$ cat src/rtl/multi_wave_renderer.sv
// Animated triangle-wave bar layers: per-channel offsets advanced once per frame,
// plus a 2-stage pixel pipeline producing one draw bit per layer.
module multi_wave_renderer #(
    parameter int unsigned NUM_CH        = 2,
    parameter int unsigned BAR_WIDTH     = 40,
    parameter int unsigned VISIBLE_WIDTH = 25,
    parameter int unsigned LUT_DEPTH     = 10,
    parameter int unsigned AMP_STEP      = 10,
    parameter int unsigned SPEED_W       = 4
) (
    input  logic                      clk,
    input  logic                      reset,
    input  logic                      frame_tick,
    input  logic [9:0]                pix_x,
    input  logic [9:0]                pix_y,
    input  logic                      display_on,
    input  logic [NUM_CH*SPEED_W-1:0] speed,
    input  logic [NUM_CH-1:0]         dir,
    input  logic                      pause,
    input  logic [NUM_CH*10-1:0]      base_y,
    output logic [NUM_CH-1:0]         draw,
    output logic                      any_draw,
    output logic                      display_on_d,
    output logic [NUM_CH*10-1:0]      offset,
    output logic [7:0]                frame_count
);

    localparam int unsigned PERIOD = BAR_WIDTH * LUT_DEPTH;
    localparam int unsigned ADDR_W = (LUT_DEPTH > 1) ? $clog2(LUT_DEPTH) : 1;
    localparam int unsigned BAR_W  = (BAR_WIDTH > 1) ? $clog2(BAR_WIDTH) : 1;

    localparam logic [10:0]       PERIOD_L = 11'(PERIOD);
    localparam logic [9:0]        PERIOD_S = 10'(PERIOD);
    localparam logic [10:0]       BAR_L    = 11'(BAR_WIDTH);
    localparam logic [10:0]       AMP_L    = 11'(AMP_STEP);
    localparam logic [BAR_W:0]    VIS_L    = (BAR_W + 1)'(VISIBLE_WIDTH);
    localparam logic [ADDR_W-1:0] HALF_A   = ADDR_W'(LUT_DEPTH / 2);

    localparam logic [1:0] ST_IDLE = 2'd0;
    localparam logic [1:0] ST_RUN  = 2'd1;
    localparam logic [1:0] ST_HOLD = 2'd2;

    logic [1:0]  state_q, state_d;
    logic        advance;
    logic [7:0]  fc_q, fc_d;
    logic [9:0]  off_q [NUM_CH];
    logic [9:0]  off_d [NUM_CH];
    logic [9:0]  step_w [NUM_CH];
    logic [10:0] fwd_w [NUM_CH];

    logic [ADDR_W-1:0] addr_d [NUM_CH];
    logic [ADDR_W-1:0] addr_s1_q [NUM_CH];
    logic [BAR_W-1:0]  bar_d [NUM_CH];
    logic [BAR_W-1:0]  bar_s1_q [NUM_CH];
    logic [10:0]       sum_w [NUM_CH];
    logic [10:0]       pos_w [NUM_CH];
    logic [9:0]        pix_y_s1_q;
    logic              disp_s1_q;

    logic [ADDR_W-1:0] diff_w [NUM_CH];
    logic [10:0]       h_w [NUM_CH];
    logic [10:0]       base_w [NUM_CH];
    logic [10:0]       lo_w [NUM_CH];
    logic [NUM_CH-1:0] draw_d, draw_q;
    logic              any_draw_q, disp_d_q;

    always_comb begin
        state_d = state_q;
        advance = 1'b0;
        if (frame_tick) begin
            case (state_q)
                ST_IDLE: state_d = ST_RUN;
                ST_RUN: begin
                    if (pause) state_d = ST_HOLD;
                    else       advance = 1'b1;
                end
                ST_HOLD: if (!pause) state_d = ST_RUN;
                default: state_d = ST_IDLE;
            endcase
        end
    end

    assign fc_d = advance ? fc_q + 8'd1 : fc_q;

    // Speed 0 is treated as 1 so a layer never stalls while running.
    always_comb begin
        for (int unsigned i = 0; i < NUM_CH; i++) begin
            step_w[i] = (speed[i*SPEED_W +: SPEED_W] == '0) ? 10'd1
                                                             : 10'(speed[i*SPEED_W +: SPEED_W]);
            fwd_w[i]  = {1'b0, off_q[i]} + {1'b0, step_w[i]};
            off_d[i]  = off_q[i];
            if (advance) begin
                if (!dir[i]) begin
                    off_d[i] = (fwd_w[i] >= PERIOD_L) ? 10'(fwd_w[i] - PERIOD_L) : fwd_w[i][9:0];
                end else begin
                    off_d[i] = (off_q[i] < step_w[i]) ? off_q[i] + PERIOD_S - step_w[i]
                                                       : off_q[i] - step_w[i];
                end
            end
        end
    end

    always_comb begin
        for (int unsigned i = 0; i < NUM_CH; i++) begin
            sum_w[i]  = {1'b0, pix_x} + {1'b0, off_q[i]};
            pos_w[i]  = sum_w[i] % PERIOD_L;
            addr_d[i] = ADDR_W'(pos_w[i] / BAR_L);
            bar_d[i]  = BAR_W'(pos_w[i] % BAR_L);
        end
    end

    // A bar of height h spans rows [base_y-h, base_y); the top clamps at row 0.
    always_comb begin
        draw_d = '0;
        for (int unsigned i = 0; i < NUM_CH; i++) begin
            diff_w[i] = (addr_s1_q[i] >= HALF_A) ? addr_s1_q[i] - HALF_A : HALF_A - addr_s1_q[i];
            h_w[i]    = 11'(diff_w[i]) * AMP_L;
            base_w[i] = {1'b0, base_y[i*10 +: 10]};
            lo_w[i]   = (h_w[i] > base_w[i]) ? '0 : base_w[i] - h_w[i];
            draw_d[i] = disp_s1_q
                        && ({1'b0, bar_s1_q[i]} < VIS_L)
                        && ({1'b0, pix_y_s1_q} >= lo_w[i])
                        && ({1'b0, pix_y_s1_q} < base_w[i]);
        end
    end

    always_ff @(posedge clk) begin
        if (reset) begin
            state_q    <= ST_IDLE;
            fc_q       <= '0;
            pix_y_s1_q <= '0;
            disp_s1_q  <= 1'b0;
            draw_q     <= '0;
            any_draw_q <= 1'b0;
            disp_d_q   <= 1'b0;
            for (int unsigned i = 0; i < NUM_CH; i++) begin
                off_q[i]     <= 10'(i * (PERIOD / NUM_CH));
                addr_s1_q[i] <= '0;
                bar_s1_q[i]  <= '0;
            end
        end else begin
            state_q    <= state_d;
            fc_q       <= fc_d;
            pix_y_s1_q <= pix_y;
            disp_s1_q  <= display_on;
            draw_q     <= draw_d;
            any_draw_q <= |draw_d;
            disp_d_q   <= disp_s1_q;
            for (int unsigned i = 0; i < NUM_CH; i++) begin
                off_q[i]     <= off_d[i];
                addr_s1_q[i] <= addr_d[i];
                bar_s1_q[i]  <= bar_d[i];
            end
        end
    end

    always_comb begin
        offset = '0;
        for (int unsigned i = 0; i < NUM_CH; i++) begin
            offset[i*10 +: 10] = off_q[i];
        end
    end

    assign draw         = draw_q;
    assign any_draw     = any_draw_q;
    assign display_on_d = disp_d_q;
    assign frame_count  = fc_q;

endmodule

$ cat config.mk
export PLATFORM = sky130hd
export DESIGN_NAME = multi_wave_renderer
export DESIGN_NICKNAME = d
export VERILOG_FILES = /design/src/rtl/multi_wave_renderer.sv
export SDC_FILE = /design/constraint.sdc
export NUM_CORES = 1
export LEC_CHECK = 0
export ABC_AREA = 1
export CORE_AREA = 2 2 209 191
export DETAILED_ROUTE_END_ITERATION = 12
export DIE_AREA = 0 0 211 193
export GPL_TIMING_DRIVEN = 0
export HOLD_SLACK_MARGIN = 0.02
export MAX_ROUTING_LAYER = met4
export SKIP_LAST_GASP = 1
export SLEW_MARGIN = 20
export SYNTH_ARGS = -nofsm -noshare
export SYNTH_HDL_FRONTEND = slang
export SYNTH_SLANG_ARGS = --single-unit
$ cat constraint.sdc
create_clock -name clk -period 10.7 [get_ports clk]
set_input_delay 2.14 -clock clk [delete_from_list [all_inputs] [get_ports clk]]
set_output_delay 2.14 -clock clk [all_outputs]
set_load 0.02 [all_outputs]
==> key figures, run 1 <==
Global routing
  – Vias in the first global route: 8254
  – Global-route usage over all layers: 0.122
  – Largest net degree at the start of global routing: 13
  – First-pass GRT wire length: 39.6 mm
  – Grt ovf: 0
  – Initial antenna violation count: 0

Floorplanning
  – IO Pins: 87
  – Initial Util: 0.226
  – Core area: 38800 µm²
  – Die ar.: 40700 µm²
  – Rows: 69
  – Die Span Y: 193 µm
  – Die width: 211 µm

Pwr
  – Total Power: 2.25 mW
  – Power per cell area: 212 nW/µm²
  – Peak supply drop: 0.117 mV
  – Leak: 5.38 nW

STA
  – Setup ws final: 4.65 ns
  – RSZ-0062 raised after global routing: no
  – Final setup violation count: 0
  – Post-route setup TNS: 0 ns
  – Slew HR: 0.437
  – Period Utilization, post-route: 0.566
  – Fin crit period: 6.05 ns
  – Least-Margin Pin Slew: 0.844 ns
  – Slew Viols, Final: 0
  – Fmax: 165 MHz
  – Skew final: 0.0112 ns
  – Hold Violations, Final: 0

Synth
  – Register bit total from synthesis: 65
  – Synth cell types: 53
  – Post-Synthesis Cells: 1351
  – Number of synthesized flops with an enable pin: 0
  – Post-Syn Area: 8770 µm²
  – Sequential share of the synthesized area: 0.148
  – Yosys warning total: 0
  – Main flop type after synthesis: dfxtp_1
  – Synth Area per Inst: 6.49 µm²
  – Asr flop ratio synth: 0
  – Syn Nets: 1557

CTS
  – CTS buffer count: 9
  – Resized Gates After CTS: 0
  – CTS tree: done
  – CTS max path bufs: 2
  – CTS sink count: 65
  – Clock Latency Late Sink: 0.34 ns
  – CTS clk-pin slew, worst paths: 0.05 ns
  – H-tree depth: 3
  – Post-CTS Hold Fix Bufs: 0
  – Setup repair bufs after CTS: 0
  – Clk root buf: clkbuf_16

Finish
  – Final-stage net count: 1652
  – # diodes: 0
  – Layout cells sized above 1: 0.0703
  – Final core occ: 0.274
  – Non-filler cells, final: 1948
  – Area growth syn-to-layout: 21.0%
  – Layout fillers: 4210

Drt
  – Antenna Violating Nets Remaining: 0
  – Post-Route WL: 24.0 mm
  – DR WL/cell: 12.3 µm
  – Detailed Route Iter0 Violations: 417
  – DRT Pass-1 Iters: 5
  – Via total after detailed routing: 8623
  – Vias/cell: 4.43
  – Post-route DRC: 0

Placement
  – Placed insts: 1932
  – DP HPWL: 20.4 mm
  – Buffers added on ports: 84
  – Worst slack at placement: 4.33 ns
  – GPL Wtd Cong: 0.902

Hold path
  – Tightest Hold Check Type: reg2reg

Critical path
  – Largest stage delay, worst path: 0.46 ns
  – WP data arrival: 6.25 ns
  – Startpoint Class: primary input
  – CP max-delay cell: clkdlybuf4s50_1
  – CP Capture Type: flip-flop
  – Max FO, Critical Path: 5
  – Most used cell along the critical path: nand2_1
  – Worst EP required: 10.89 ns
  – Critical path class: in2reg

Outcome
  – Status: complete, no violations

Flow run
  – Maxcap violations: 0
## power breakdown
| group | switching [mW] | internal (mW) |
|---|---|---|
| Combinational | 0.955 | 0.618 |
| Clock | 0.114 | 0.259 |
| Sequential | 0.0303 | 0.274 |
## worst paths after layout
path / startpoint / cells after the start / end / slack [ns]
worst max-delay path: pix_x[0] / 33 / bar_s1_q[0][3] / 4.65
worst min-delay path: state_q[0] / 1 / state_q[0] / 0.47
worst max register to register: addr_s1_q[0][5] / 31 / any_draw / 5.25
worst min register to register: state_q[0] / 1 / state_q[0] / 0.47
## sequential cells by signal, indices dropped and copies added, names as in the netlist
name          flops
addr_s1_q         8
any_draw          1
bar_s1_q         12
disp_s1_q         1
display_on_d      1
draw              2
frame_count       8
off_q            20
pix_y_s1_q       10
state_q           2
## critical path, delay by kind of cell
kind,cells,cell delay [ns]
adders and majority gates,2,0.67
and+or+nand+nor,26,2.50
buffers and inverters,3,0.63
xor gates and xnor gates,1,0.23
AOI/OAI and AO/OA,1,0.05
## stage by stage
stage | instance area, µm² | hold slack [ns]
finish | 10600 | 0.469
global route | 10600 | 0.490
CTS | 10600 | 0.471
detailed placement | 10200 | 0.460
global placement | 10200 | 0.455
floorplan | 8770 | 0.430
## Yosys cell counts (3+ instances only)
cell type,n,share of area
fa_1,16,0.037
o2111ai_1,3,0.0030
o31ai_1,7,0.0060
inv_2,9,0.0039
nand3_2,11,0.013
nand3b_1,9,0.0077
nand3_1,81,0.046
xnor2_1,9,0.0090
a31oi_1,12,0.0086
ha_1,135,0.19
a21oi_1,84,0.048
xor2_1,32,0.032
clkbuf_1,17,0.0073
o21ai_1,6,0.0034
a211oi_1,7,0.0060
dfxtp_1,65,0.15
nand2_1,267,0.11
nand4_1,18,0.013
nor2_2,6,0.0043
o21ai_0,62,0.035
o21bai_1,3,0.0026
nand2_2,33,0.024
nor3_1,14,0.0080
inv_1,247,0.11
o211ai_1,8,0.0068
nand2_4,5,0.0064
a221oi_1,11,0.011
or2_2,11,0.0078
nor2_1,127,0.054
a21o_1,3,0.0026
## routing by layer
layer | routed length (µm) | global-route usage | vias up
met5 | 0 | - | -
li1 | - | - | 4590
met2 | 10800 | 0.203 | 157
met3 | 909 | 0.0152 | 25
met1 | 12000 | 0.161 | 3851
met4 | 296 | 0.0211 | 0
## cells in the final DEF, fill, tap and decap left out, types with 3 or more instances in the layout
cell	instances
nor3_1	14
or2_2	11
a21oi_1	84
a31oi_1	12
nor2_2	6
inv_1	247
nand3_2	11
a221oi_1	11
o21ai_1	6
nand4_1	18
a211oi_1	7
nor2_1	127
o211ai_1	8
nand2_1	267
nand2_4	5
xnor2_1	9
ha_1	135
a21o_1	3
clkbuf_16	9
o2111ai_1	3
o21bai_1	3
dfxtp_1	65
fa_1	16
inv_2	9
clkdlybuf4s50_1	84
nand3b_1	9
xor2_1	32
bufinv_16	4
clkbuf_1	17
o31ai_1	7
o21ai_0	62
nand3_1	81
nand2_2	33
## area by class of cell
class	instances	area, µm²	area share
Multi-Input combinational cell	1011	6440	0.607
Tap cell	497	622	0.0586
Inverter	258	968	0.0913
Clock inverter	6	138	0.0130
Sequential cell	65	1300	0.123
Clock buffer	10	239	0.0225
Buffer	17	63.8	0.00601
Timing Repair Buffer	84	841	0.0792
## cell families (layout without fill, tap and decap cells)
kind of cell | after synthesis | count (layout) | share of synthesized area
AOI/OAI and AO/OA | 224 | 224 | 0.152
and+or+nand+nor | 593 | 593 | 0.309
xor gates and xnor gates | 42 | 42 | 0.0428
DFF | 65 | 65 | 0.148
adders and majority gates | 151 | 151 | 0.229
muxes | 1 | 1 | 0.00114
buffers and inverters | 275 | 375 | 0.118
No activity file was read; power rests on OpenSTA's default activity.
==> inputs of run 2 (changes only) <==
clock period = 6.3 ns   (was 10.7 ns; I/O delays follow)
==> results of run 2 <==
The final DEF is identical to that of run 1. Status: complete, no violations.
Main changes from that run: setup slack after placement 4.33 ns -> 0.811 ns; setup slack after layout 4.65 ns -> 0.846 ns; start point of the critical path pix_x[0] -> addr_s1_q[0][5]; end point of the critical path bar_s1_q[0][3] -> any_draw; register-to-register setup slack 5.25 ns -> 0.85 ns; total power 2.25 mW -> 3.82 mW; worst IR drop on VDD 0.117 mV -> 0.199 mV
==> inputs of run 3 (changes only) <==
clock period = 4.75 ns   (was 6.3 ns; I/O delays follow)
==> run 3 against run 2 <==
Sequential share of layout area down 1.2 points. Highest routed layer unchanged. Die area did not move. Register-to-register slack worse by 0.77 ns. Sequential power is 37% higher. Clock power is 33% higher. Total power rose by 78%. Critical path depth grew 1. Largest cell class unchanged. Sequential cell count unchanged. Cell area up 12%. Global-route usage increased by 0.42 points. Setup slack worse by 0.77 ns.
==> key figures, run 3 (synthesized netlist as in run 1, its figures left out) <==
Pwr
  – Peak supply drop: 0.325 mV
  – Power per cell area: 569 nW/µm²
  – Total Power: 6.79 mW
  – Leak: 5.81 nW (+7.9%)

Hold path
  – Tightest Hold Check Type: reg2reg
  – Depth of the worst hold-timing path: 1 (unchanged)

STA
  – Final setup violation count: 0 (unchanged)
  – Period Utilization, post-route: 0.984
  – Least-Margin Pin Slew: 0.843 ns (-0.000446 ns)
  – Skew final: 0.0115 ns (+0.000266 ns)
  – Fmax: 214 MHz
  – Slew Viols, Final: 0 (unchanged)
  – RSZ-0062 raised after global routing: yes
  – Slew HR: 0.438 (about the same)
  – WHS: 0.468 ns (-0.00155 ns)
  – Fin crit period: 4.67 ns
  – Post-route setup TNS: 0 ns (unchanged)
  – Hold Violations, Final: 0 (unchanged)

Drt
  – DR WL/cell: 13.0 µm (+5.6%)
  – Antenna Violating Nets Remaining: 0 (unchanged)
  – Detailed Route Iter0 Violations: 421 (+0.96%)
  – DRT Pass-1 Iters: 5 (unchanged)
  – Vias/cell: 4.52 (+2.0%)
  – Post-Route WL: 26.0 mm (+8.3%)
  – Post-route DRC: 0 (unchanged)
  – Via total after detailed routing: 9025 (+4.7%)

Floorplanning
  – Core area: 38800 µm² (unchanged)
  – Initial Util: 0.226 (unchanged)
  – IO Pins: 87 (unchanged)
  – Die ar.: 40700 µm² (unchanged)
  – Die width: 211 µm (unchanged)
  – Rows: 69 (unchanged)
  – Die Span Y: 193 µm (unchanged)

Critical path
  – Worst reg2reg path depth: 32 (+3.2%)
  – WP depth: 32
  – Startpoint Class: flip-flop
  – WP data arrival: 4.86 ns
  – CP top delay family: adder cells
  – Largest stage delay, worst path: 0.46 ns
  – Max FO, Critical Path: 5
  – Critical path class: reg2reg
  – Worst EP required: 4.94 ns
  – CP max-delay cell: fa_2
  – Buf/Inv on CP: 11
  – Most used cell along the critical path: buf_4
  – CP Capture Type: flip-flop

CTS
  – CTS tree: done
  – Clk root buf: clkbuf_16
  – CTS buffer count: 9 (unchanged)
  – CTS max path bufs: 2 (unchanged)
  – CTS clk-pin slew, worst paths: 0.05 ns (about the same)
  – Post-CTS Hold Fix Bufs: 0 (unchanged)
  – H-tree depth: 3 (unchanged)
  – CTS sink count: 65 (unchanged)
  – Clock Latency Late Sink: 0.34 ns (about the same)

Global routing
  – Vias in the first global route: 8524 (+3.3%)
  – Global-route usage over all layers: 0.126 (+0.00419)
  – Grt ovf: 0 (unchanged)
  – Largest net degree at the start of global routing: 13 (unchanged)
  – Initial antenna violation count: 3 (+3)
  – First-pass GRT wire length: 41.0 mm (+3.5%)

Placement
  – Buffers added on ports: 84 (unchanged)
  – DP HPWL: 20.4 mm (unchanged)
  – Placed insts: 1932 (unchanged)
  – Placed Area: 10200 µm² (unchanged)
  – GPL Wtd Cong: 0.902 (unchanged)

Finish
  – Final-stage net count: 1702 (+3.0%)
  – Most flops, register: off_q
  – Design area: 11900 µm² (+12%)
  – Top Registers: off_q: 20 flops, bar_s1_q: 12 flops, pix_y_s1_q: 10 flops
  – Layout cells sized above 1: 0.193 (+0.122)
  – Non-filler cells, final: 1998 (+2.6%)
  – Commonest non-fill, non-tap cell in the layout: nand2_1
  – Most frequent cells in the layout: nand2_1 (246), inv_1 (231), nor2_1 (118)
  – Layout fillers: 4073 (-3.3%)
  – Multi-input gate area: 7330 µm² (+14%)
  – # diodes: 0 (unchanged)
  – Max FFs per register: 20 (unchanged)
  – Area occupied by registers: 1320 µm² (+1.2%)
  – Area growth syn-to-layout: 36.1%

Outcome
  – Status: complete, no violations

Flow run
  – Maxcap violations: 0 (unchanged)
[run 3: cell types whose count changed in the layout (fill, tap and decap cells not counted), moves of 9 or more]
cell | before | now
buf_4 | 0 | 48
nand3_1 | 81 | 72
ha_4 | 0 | 33
nor2_1 | 127 | 118
nand2_1 | 267 | 246
o21ai_0 | 62 | 53
ha_1 | 135 | 98
inv_2 | 9 | 20
clkdlybuf4s50_1 | 84 | 74
a21oi_2 | 1 | 14
inv_1 | 247 | 231
a21oi_1 | 84 | 71
nand2_2 | 33 | 49
dlymetal6s2s_1 | 0 | 10
[run 3: worst paths after layout]
check,start,end,slack (ns)
max,addr_s1_q[0][0],any_draw,0.08
min,state_q[0],state_q[0],0.47
min reg2reg,state_q[0],state_q[0],0.47
max reg2reg,addr_s1_q[0][0],any_draw,0.08
[run 3: metrics by stage]
step                       util  setup WS, ns
after floorplan               -         0.127
after detailed placement  0.264        -0.700
final                     0.308        0.0758
after CTS                 0.287       -0.0724
after global routing      0.308        -0.135
after global placement    0.264        -0.631
[run 3: timing repair]
item                                   CTS  global route
cloned                                   0             0
pin swaps                               38            56
endpoints found under the hold margin    0             0
buffers inserted                        36            14
setup endpoints to repair                9            12
resized for setup                       76           130
[run 3: cell type report]
| class | count | area share |
|---|---|---|
| well taps | 497 | 0.0521 |
| inverters | 258 | 0.0824 |
| clock inverters | 6 | 0.0115 |
| clock buffers | 10 | 0.0200 |
| multi-input cells | 1011 | 0.614 |
| plain buffers | 17 | 0.00535 |
| repair buffers | 134 | 0.105 |
| flip-flops and latches | 65 | 0.110 |
[run 3: power by group]
part,switching (mW),total [mW],leakage [nW],internal [mW]
registers,0.0831,0.709,0.537,0.626
logic,2.85,5.24,5.09,2.39
clock network,0.255,0.838,0.183,0.583
[run 3: routing by layer]
metal,up-vias,routed length [µm],global-route usage
met5,-,0,-
met4,0,306,0.0217
met3,33,1020,0.0160
met2,185,12300,0.214
met1,4115,12400,0.164
li1,4692,-,-
